File: src/rtl/fir_seq_ctrl.sv
// FIR sample sequencer: walks a sample ROM, strobes the delay line and the
// MAC datapath once per tap, and toggles between moving-average and FIR
// coefficient banks on a debounced pushbutton press. A mode change is only
// applied between samples, through a one-cycle FLUSH that clears the
// delay line and restarts the frame at address 0.
module fir_seq_ctrl #(
  parameter int TAPS     = 8,
  parameter int ADDR_W   = 5,
  parameter int DEBOUNCE = 4
) (
  input  logic                                   CLOCK_50,
  input  logic                                   reset_n,
  input  logic                                   toggleBtn,
  input  logic                                   run,
  output logic [ADDR_W-1:0]                      sample_addr,
  output logic                                   shift_en,
  output logic                                   dline_clr,
  output logic [((TAPS > 1) ? $clog2(TAPS) : 1)-1:0] tap_idx,
  output logic                                   mac_clr,
  output logic                                   mac_en,
  output logic                                   coef_sel,
  output logic                                   out_valid,
  output logic                                   frame_done,
  output logic                                   LEDG
);

  localparam int TAP_W = (TAPS > 1) ? $clog2(TAPS) : 1;
  localparam int CNT_W = $clog2(DEBOUNCE + 1);

  localparam logic [2:0] S_IDLE  = 3'd0;
  localparam logic [2:0] S_ADDR  = 3'd1;
  localparam logic [2:0] S_WAIT  = 3'd2;
  localparam logic [2:0] S_SHIFT = 3'd3;
  localparam logic [2:0] S_MAC   = 3'd4;
  localparam logic [2:0] S_OUT   = 3'd5;
  localparam logic [2:0] S_FLUSH = 3'd6;

  logic [2:0]        state_q, state_d;
  logic [ADDR_W-1:0] addr_q, addr_d;
  logic [TAP_W-1:0]  tap_q, tap_d;
  logic              coef_q, coef_d;
  logic              pending_q, pending_d;

  logic              shift_en_q, dline_clr_q, mac_clr_q, mac_en_q;
  logic              out_valid_q, frame_done_q;

  logic              sync1_q, sync2_q;
  logic              db_level_q;
  logic [CNT_W-1:0]  db_cnt_q;

  logic              db_diff, db_accept, press;

  // The debouncer accepts the synchronized level once it has differed from
  // the accepted level for DEBOUNCE consecutive samples; a press is an
  // accepted high-to-low change, so a release must be accepted first.
  assign db_diff   = (sync2_q != db_level_q);
  assign db_accept = db_diff && (db_cnt_q == CNT_W'(DEBOUNCE - 1));
  assign press     = db_accept && !sync2_q;

  // Two-flop synchronizer and debounce counter for the pushbutton.
  always_ff @(posedge CLOCK_50) begin
    if (!reset_n) begin
      // NOTE: the button idles high, so reset loads the released level;
      // resetting to 0 would fake a press as soon as reset is released.
      sync1_q    <= 1'b1;
      sync2_q    <= 1'b1;
      db_level_q <= 1'b1;
      db_cnt_q   <= '0;
    end else begin
      // NOTE: non-blocking assignments let sync2_q take the old sync1_q
      // value; blocking ones would collapse the two flops into one.
      sync1_q <= toggleBtn;
      sync2_q <= sync1_q;
      if (!db_diff) begin
        db_cnt_q <= '0;
      end else if (db_accept) begin
        db_level_q <= sync2_q;
        db_cnt_q   <= '0;
      end else begin
        db_cnt_q <= db_cnt_q + CNT_W'(1);
      end
    end
  end

  // Next-state logic for the sequencer, address, tap counter and mode.
  always_comb begin
    // NOTE: every variable gets a default first so no path leaves one
    // unassigned, which would otherwise infer a latch.
    state_d   = state_q;
    addr_d    = addr_q;
    tap_d     = '0;
    coef_d    = coef_q;
    pending_d = pending_q || press;

    case (state_q)
      S_IDLE: begin
        if (pending_q)  state_d = S_FLUSH;
        else if (run)   state_d = S_ADDR;
      end
      S_ADDR:  state_d = S_WAIT;
      S_WAIT:  state_d = S_SHIFT;
      S_SHIFT: state_d = S_MAC;
      S_MAC: begin
        if (tap_q == TAP_W'(TAPS - 1)) state_d = S_OUT;
        else                           tap_d   = tap_q + TAP_W'(1);
      end
      S_OUT: begin
        addr_d = addr_q + ADDR_W'(1);
        if (pending_q)  state_d = S_FLUSH;
        else if (run)   state_d = S_ADDR;
        else            state_d = S_IDLE;
      end
      S_FLUSH: begin
        addr_d    = '0;
        pending_d = 1'b0;
        state_d   = run ? S_ADDR : S_IDLE;
      end
      default: state_d = S_IDLE;
    endcase

    // The bank flips on entry to FLUSH so it is already visible there.
    if (state_d == S_FLUSH) coef_d = ~coef_q;
  end

  // State, counters and registered strobes decoded from the next state so
  // each strobe lines up with the state that owns it.
  always_ff @(posedge CLOCK_50) begin
    if (!reset_n) begin
      state_q      <= S_IDLE;
      addr_q       <= '0;
      tap_q        <= '0;
      coef_q       <= 1'b0;
      pending_q    <= 1'b0;
      shift_en_q   <= 1'b0;
      dline_clr_q  <= 1'b0;
      mac_clr_q    <= 1'b0;
      mac_en_q     <= 1'b0;
      out_valid_q  <= 1'b0;
      frame_done_q <= 1'b0;
    end else begin
      state_q      <= state_d;
      addr_q       <= addr_d;
      tap_q        <= tap_d;
      coef_q       <= coef_d;
      pending_q    <= pending_d;
      shift_en_q   <= (state_d == S_SHIFT);
      dline_clr_q  <= (state_d == S_FLUSH);
      mac_en_q     <= (state_d == S_MAC);
      mac_clr_q    <= (state_d == S_MAC) && (tap_d == '0);
      out_valid_q  <= (state_d == S_OUT);
      frame_done_q <= (state_d == S_OUT) && (addr_d == '1);
    end
  end

  assign sample_addr = addr_q;
  assign tap_idx     = tap_q;
  assign coef_sel    = coef_q;
  assign LEDG        = coef_q;
  assign shift_en    = shift_en_q;
  assign dline_clr   = dline_clr_q;
  assign mac_clr     = mac_clr_q;
  assign mac_en      = mac_en_q;
  assign out_valid   = out_valid_q;
  assign frame_done  = frame_done_q;

endmodule

File: config.mk
export PLATFORM = sky130hd
export DESIGN_NAME = fir_seq_ctrl
export DESIGN_NICKNAME = d
export VERILOG_FILES = /design/src/rtl/fir_seq_ctrl.sv
export SDC_FILE = /design/constraint.sdc
export NUM_CORES = 1
export LEC_CHECK = 0
export BUFFER_PORTS_ARGS = -buffer_cell sky130_fd_sc_hd__buf_2
export CAP_MARGIN = 20
export CORE_MARGIN = 1
export CORE_UTILIZATION = 30
export CTS_BUF_LIST = sky130_fd_sc_hd__clkbuf_8
export DETAILED_ROUTE_END_ITERATION = 8
export GPL_ROUTABILITY_DRIVEN = 0
export GPL_TIMING_DRIVEN = 0
export HOLD_SLACK_MARGIN = 0.03
export SLEW_MARGIN = 20
export SYNTH_ARGS = -nofsm -noshare
export SYNTH_HDL_FRONTEND = slang
export SYNTH_SLANG_ARGS = --single-unit
File: constraint.sdc
create_clock -name CLOCK_50 -period 1.9 [get_ports CLOCK_50]
set_clock_uncertainty 0.2 [all_clocks]
set_input_delay 0.19 -clock CLOCK_50 [delete_from_list [all_inputs] [get_ports CLOCK_50]]
set_output_delay 0.19 -clock CLOCK_50 [all_outputs]
set_load 0.005 [all_outputs]
==> results of run 1 <==
==> through the flow <==
step                setup slack, ps  instance area (µm²)  util, %
finish                         98.4                 1370     39.6
global route                   16.6                 1370     39.6
CTS                            13.7                 1350     38.9
detailed placement             34.6                 1270     36.8
global placement               58.7                 1270     36.8
floorplan                       173                 1120        -
==> what timing repair did <==
| item | in CTS | in global routing |
|---|---|---|
| hold buffers | 3 | 0 |
| endpoints found under the hold margin | 2 | 0 |
| gates resized for setup | 0 | 8 |
| endpoints found under the setup margin | 0 | 2 |
==> kinds of logic after synthesis <==
group / after synthesis / synth area share, %
buf+inv: 14 / 5.57
flops: 25 / 44.6
simple gates: 48 / 24.7
compound gates: 23 / 13.8
mux: 1 / 0.892
xor+xnor: 5 / 3.90
fa+ha+maj: 6 / 6.47
==> state kept, by name, summed over array words and instances (netlist names), 3 cells and up <==
name,cells
db_cnt_q,3
sample_addr,5
state_q,3
tap_idx,3
==> power by group <==
| part | switching, mW | total (mW) | leakage [nW] | internal (mW) |
|---|---|---|---|---|
| clock | 0.160 | 0.305 | 0.0269 | 0.145 |
| combinational | 0.0540 | 0.0973 | 0.373 | 0.0432 |
| sequential | 0.00859 | 0.544 | 0.203 | 0.536 |
==> worst min-delay path, delay by kind of cell <==
kind,cells,cell delay [ps]
AOI/OAI and AO/OA,2,160
buffers and inverters,1,100
and+or+nand+nor,1,150
==> cell type report <==
class	instances	area (µm²)	area share, %
tap	46	57.6	4.19
multi-input combinational	83	578	42.1
buffer	6	37.5	2.73
inverter	8	30.0	2.19
clock buffer	3	41.3	3.01
clock inverter	1	3.75	0.273
timing repair buffer	22	125	9.11
sequential	25	500	36.4
==> worst paths after layout <==
check,from,endpoint,slack [ps],depth (start not counted)
worst min-delay path,run,mac_clr$_SDFF_PN0_,190,4
worst min register to register,sync1_q$_SDFF_PN1_,sync2_q$_SDFF_PN1_,210,1
worst max register to register,tap_idx[0]$_SDFF_PN0_,shift_en$_SDFF_PN0_,100,6
worst max-delay path,tap_idx[0]$_SDFF_PN0_,shift_en$_SDFF_PN0_,100,6
==> synthesized netlist by cell type (3+ instances only) <==
cell / instances / area (µm²)
a21oi_1: 6 / 30.0
and2_1: 3 / 18.8
and3_1: 3 / 18.8
dfxtp_1: 25 / 500
ha_1: 5 / 62.6
inv_1: 8 / 30.0
nand2_1: 8 / 30.0
nand2b_1: 5 / 31.3
nand3_1: 4 / 20.0
nand3b_1: 3 / 22.5
nor2_1: 9 / 33.8
nor2b_1: 3 / 18.8
o21ai_0: 3 / 15.0
xor2_1: 4 / 35.0
==> cell usage in the layout, fill, tap and decap left out, types with 2 or more instances in the layout <==
| cell | synthesis | routed |
|---|---|---|
| and2_1 | 3 | 3 |
| and3b_1 | 2 | 2 |
| nor2_1 | 9 | 9 |
| clkbuf_8 | 0 | 3 |
| nor4_2 | 1 | 2 |
| and3_1 | 3 | 3 |
| o31ai_1 | 2 | 2 |
| nand2b_1 | 5 | 4 |
| nand3b_1 | 3 | 3 |
| ha_1 | 5 | 5 |
| nand2_1 | 8 | 8 |
| xor2_1 | 4 | 4 |
| inv_1 | 8 | 9 |
| dfxtp_1 | 25 | 25 |
| nand3_1 | 4 | 4 |
| o21ai_0 | 3 | 2 |
| o21ai_1 | 1 | 2 |
| a21oi_1 | 6 | 6 |
| nor2b_1 | 3 | 3 |
| dlygate4sd3_1 | 0 | 3 |
| buf_2 | 2 | 21 |
==> routing by layer <==
| layer | global-route usage, % | part of all wire (%) |
|---|---|---|
| met5 | 0 | 0 |
| met3 | 2.90 | 4.0 |
| met2 | 19.8 | 49 |
| met1 | 13.3 | 45 |
| met4 | 6.40 | 1.9 |
==> reports/qor.csv, run 1 <==
metric,value,unit
cts.sinks,25,
worst_pin_slew,434,ps
insertion_delay,260,ps
synth_cell_types,41,
rsz0062_at_grt,false,
fin_cells,194,
area_delta_synth_final,22.4,%
ys_seq_area_share,44.6,%
ioPinCount,20,
cts-root-buf,clkbuf_8,
dpl.hpwl,1.57,mm
port_buffers,19,
cp-end-kind,flip-flop,
critPathArrivalTime,1770,ps
antenna_found_initial,0,
peakVddDrop,237,µV
initial_core_util,32.4,%
postSynthRegisterBits,25,
leakage,0.602,nW
antenna_left,0,
layout-drive-gt1-share,21.6,%
finalWirelength,2.20,mm
synthesis.nets,131,
cp_cell_sequence,"ha_1, ha_1, and3b_1, o21ai_1, nand3_1, and4_1",
synthCells,122,
cpMaxStageDelayCell,dfxtp_1,
crit_type,flip-flop to flip-flop,
crit_fanout,4,
setup_tns,0,ps
grt_pass1_vias,873,
grt_usage,11.7,%
cp.buffers_inverters,0,
relSlewSlack,70.8,%
drv_slew,0,
synth_edf_count,0,
grt_pass1_wl,3.64,mm
numCtsBuffers,3,
syn_area_per_cell,9.20,µm²
post_cts_buffers,0,
power_per_cell_area,689,nW/µm²
finalCritPeriodShare,94.8,%
drv_cap,0,
core,3470,µm²
final_hold_viol_count,0,
cp_common_cell,ha_1,
setup_viol,0,
clk_transition_reported_paths,80,ps
grt_max_degree,14,
die_area,3990,µm²
die_h,63.2,µm
dp.cells,187,
overflow,0,
firstDrtPassIters,4,
num-fill-cells,373,
critical_path.startpoint_type,flip-flop,
hold_class,primary input to flip-flop,
syn_area,1120,µm²
max_stage_delay,340,ps
die_x,63.2,µm
diodes,0,
status,completed,
first_iter_violations,47,
nets,158,
synth_top_flop_cell,dfxtp_1,
p_total,946,µW
clockBufferDepth,2,
layout_min_cycle_time,1800,ps
critPathTopFamily,simple AND/OR/NAND/NOR gates,
required,1870,ps
cts_tree,built,
num_vias,947,
drc,0,
avgRoutedWirePerCell,11.3,µm
fmax,555,MHz
synth_warnings,0,
timing.hold.ws,189,ps
viasPerCell,4.88,
h-tree-depth,1,
rows,21,
synthArstFlopShare,0,%
No activity file was read; power rests on OpenSTA's default activity.
==> run 2: changes to the inputs <==
- SETUP_SLACK_MARGIN: unset -> 0.15
==> run 2 against run 1 <==
Fmax is 3.6% higher. Final area up 1.5%. Sequential power hardly changed. Critical path type unchanged. Worst hold slack got worse by 25 ps. Global-route usage increased by 0.34 points. Combinational power rose by 4%. Critical path depth decreased by 1. Worst setup slack gained 62 ps. Power is 0.18% higher. Highest routed layer unchanged.
==> reports/qor.csv, run 2 (same netlist as run 1, synthesis figures left out) <==
metric,value,unit
status,completed,
max_stage_delay,550,ps
diodes,0,
antenna_left,0,
cp_cell_sequence,"buf_6, inv_1, or4b_4, a31o_1, nor4_2",
final_hold_viol_count,0,
ioPinCount,20,
area_delta_synth_final,24.2,%
numCtsBuffers,3,
die_area,3990,µm²
seq_power_share,57.5,%
clockBufferDepth,2,
p_clk_share,31.8,%
rrSetupSlack,160,ps
h-tree-depth,1,
fmax,575,MHz
nets,158,
cpMaxStageDelayCell,or4b_4,
p_sw,222,µW
post_cts_buffers,0,
setup_tns,0,ps
holdCritStartpoint,run,
peakVddDrop,226,µV
clk_transition_reported_paths,80,ps
port_buffers,19,
crit_type,flip-flop to flip-flop,
rows,21,
insertion_delay,260,ps
grt_pass1_wl,3.74,mm
grt_usage,12.0,%
relSlewSlack,70.5,%
grt_max_degree,14,
drv_cap,0,
layout_min_cycle_time,1740,ps
post-place-ws,34.6,ps
dpl.hpwl,1.57,mm
p_int,726,µW
first_iter_violations,55,
cts.sinks,25,
min_to,mac_clr$_SDFF_PN0_,
cp.buffers_inverters,2,
finalCritPeriodShare,91.5,%
overflow,0,
reg2reg_depth,5,
firstDrtPassIters,4,
critPathArrivalTime,1720,ps
worst_pin_slew,438,ps
final_util,40.2,%
crit_fanout,8,
layout_setup_ws,161,ps
layout_common_cells,"dfxtp_1, buf_2, inv_1, nor2_1, nand2_1",
critical_path.startpoint_type,flip-flop,
cts-root-buf,clkbuf_8,
whs_path_depth,4,
setup_viol,0,
required,1880,ps
die_h,63.2,µm
finalWirelength,2.22,mm
antenna_found_initial,0,
avgRoutedWirePerCell,11.5,µm
fin_cells,194,
layout-drive-gt1-share,27.0,%
critPathTopFamily,simple AND/OR/NAND/NOR gates,
drv_slew,0,
p_total,948,µW
num_vias,968,
initial_core_util,32.4,%
grt_pass1_vias,883,
dp.cells,187,
hold_class,primary input to flip-flop,
leakage,0.607,nW
final_area,1390,µm²
p_comb_share,10.7,%
timing.hold.ws,163,ps
cts_tree,built,
r2r-start,state_q[0]$_SDFF_PN0_,
drc,0,
core,3470,µm²
rsz0062_at_grt,true,
power_per_cell_area,680,nW/µm²
viasPerCell,4.99,
rr_endpoint,frame_done$_SDFF_PN0_,
switching_share,23.4,%
cp-end-kind,flip-flop,
die_x,63.2,µm
largest_register_ff_count,5,
placed_area,1270,µm²
[run 2: worst max path at each step]
| stage | depth (start not counted) | slack, ps | start | endpoint |
|---|---|---|---|---|
| floorplan | 5 | 170 | state_q[0]$_SDFF_PN0_ | frame_done$_SDFF_PN0_ |
| global placement | 5 | 60 | state_q[0]$_SDFF_PN0_ | frame_done$_SDFF_PN0_ |
| detailed placement | 4 | 30 | state_q[1]$_SDFF_PN0_ | frame_done$_SDFF_PN0_ |
| CTS | 5 | 130 | state_q[0]$_SDFF_PN0_ | frame_done$_SDFF_PN0_ |
| global route | 5 | 80 | state_q[0]$_SDFF_PN0_ | frame_done$_SDFF_PN0_ |
| finish | 5 | 160 | state_q[0]$_SDFF_PN0_ | frame_done$_SDFF_PN0_ |
[run 2: cell type report]
cell class / instances / area (µm²)
Inverter: 8 / 30.0
Fill cell: 371 / 2070
Clock inverter: 1 / 3.75
Tap cell: 46 / 57.6
Clock buffer: 3 / 41.3
Buffer: 6 / 37.5
Multi-Input combinational cell: 83 / 593
Sequential cell: 25 / 505
Timing Repair Buffer: 22 / 125
[run 2: repair_timing]
action	in CTS	in global routing
setup endpoints to repair	4	7
pin swaps	3	2
hold buffers	3	0
endpoints found under the hold margin	2	0
gates resized for setup	5	10
[run 2: metal layers]
metal | vias to the layer above | track usage, % | wire length [µm]
li1 | 477 | - | -
met1 | 459 | 13.7 | 1000
met2 | 27 | 20.8 | 1080
met3 | 5 | 2.72 | 96
met4 | 0 | 6.10 | 42
met5 | - | 0 | 0
[run 2: worst register-to-register path, stage by stage, from the launching register on]
cell	delay [ps]
dfxtp_2	330
buf_6	120
inv_1	80
or4b_4	550
a31o_1	250
nor4_2	130
[run 2: power by group through the flow]
| stage | registers [mW] | logic [mW] | clock network (mW) |
|---|---|---|---|
| after global placement | 0.555 | 0.0865 | 0 |
| final | 0.545 | 0.101 | 0.302 |
| after CTS | 0.545 | 0.0970 | 0.317 |
| after global routing | 0.548 | 0.111 | 0.343 |
| after detailed placement | 0.555 | 0.0874 | 0 |
| after floorplan | 0.555 | 0.0621 | 0 |
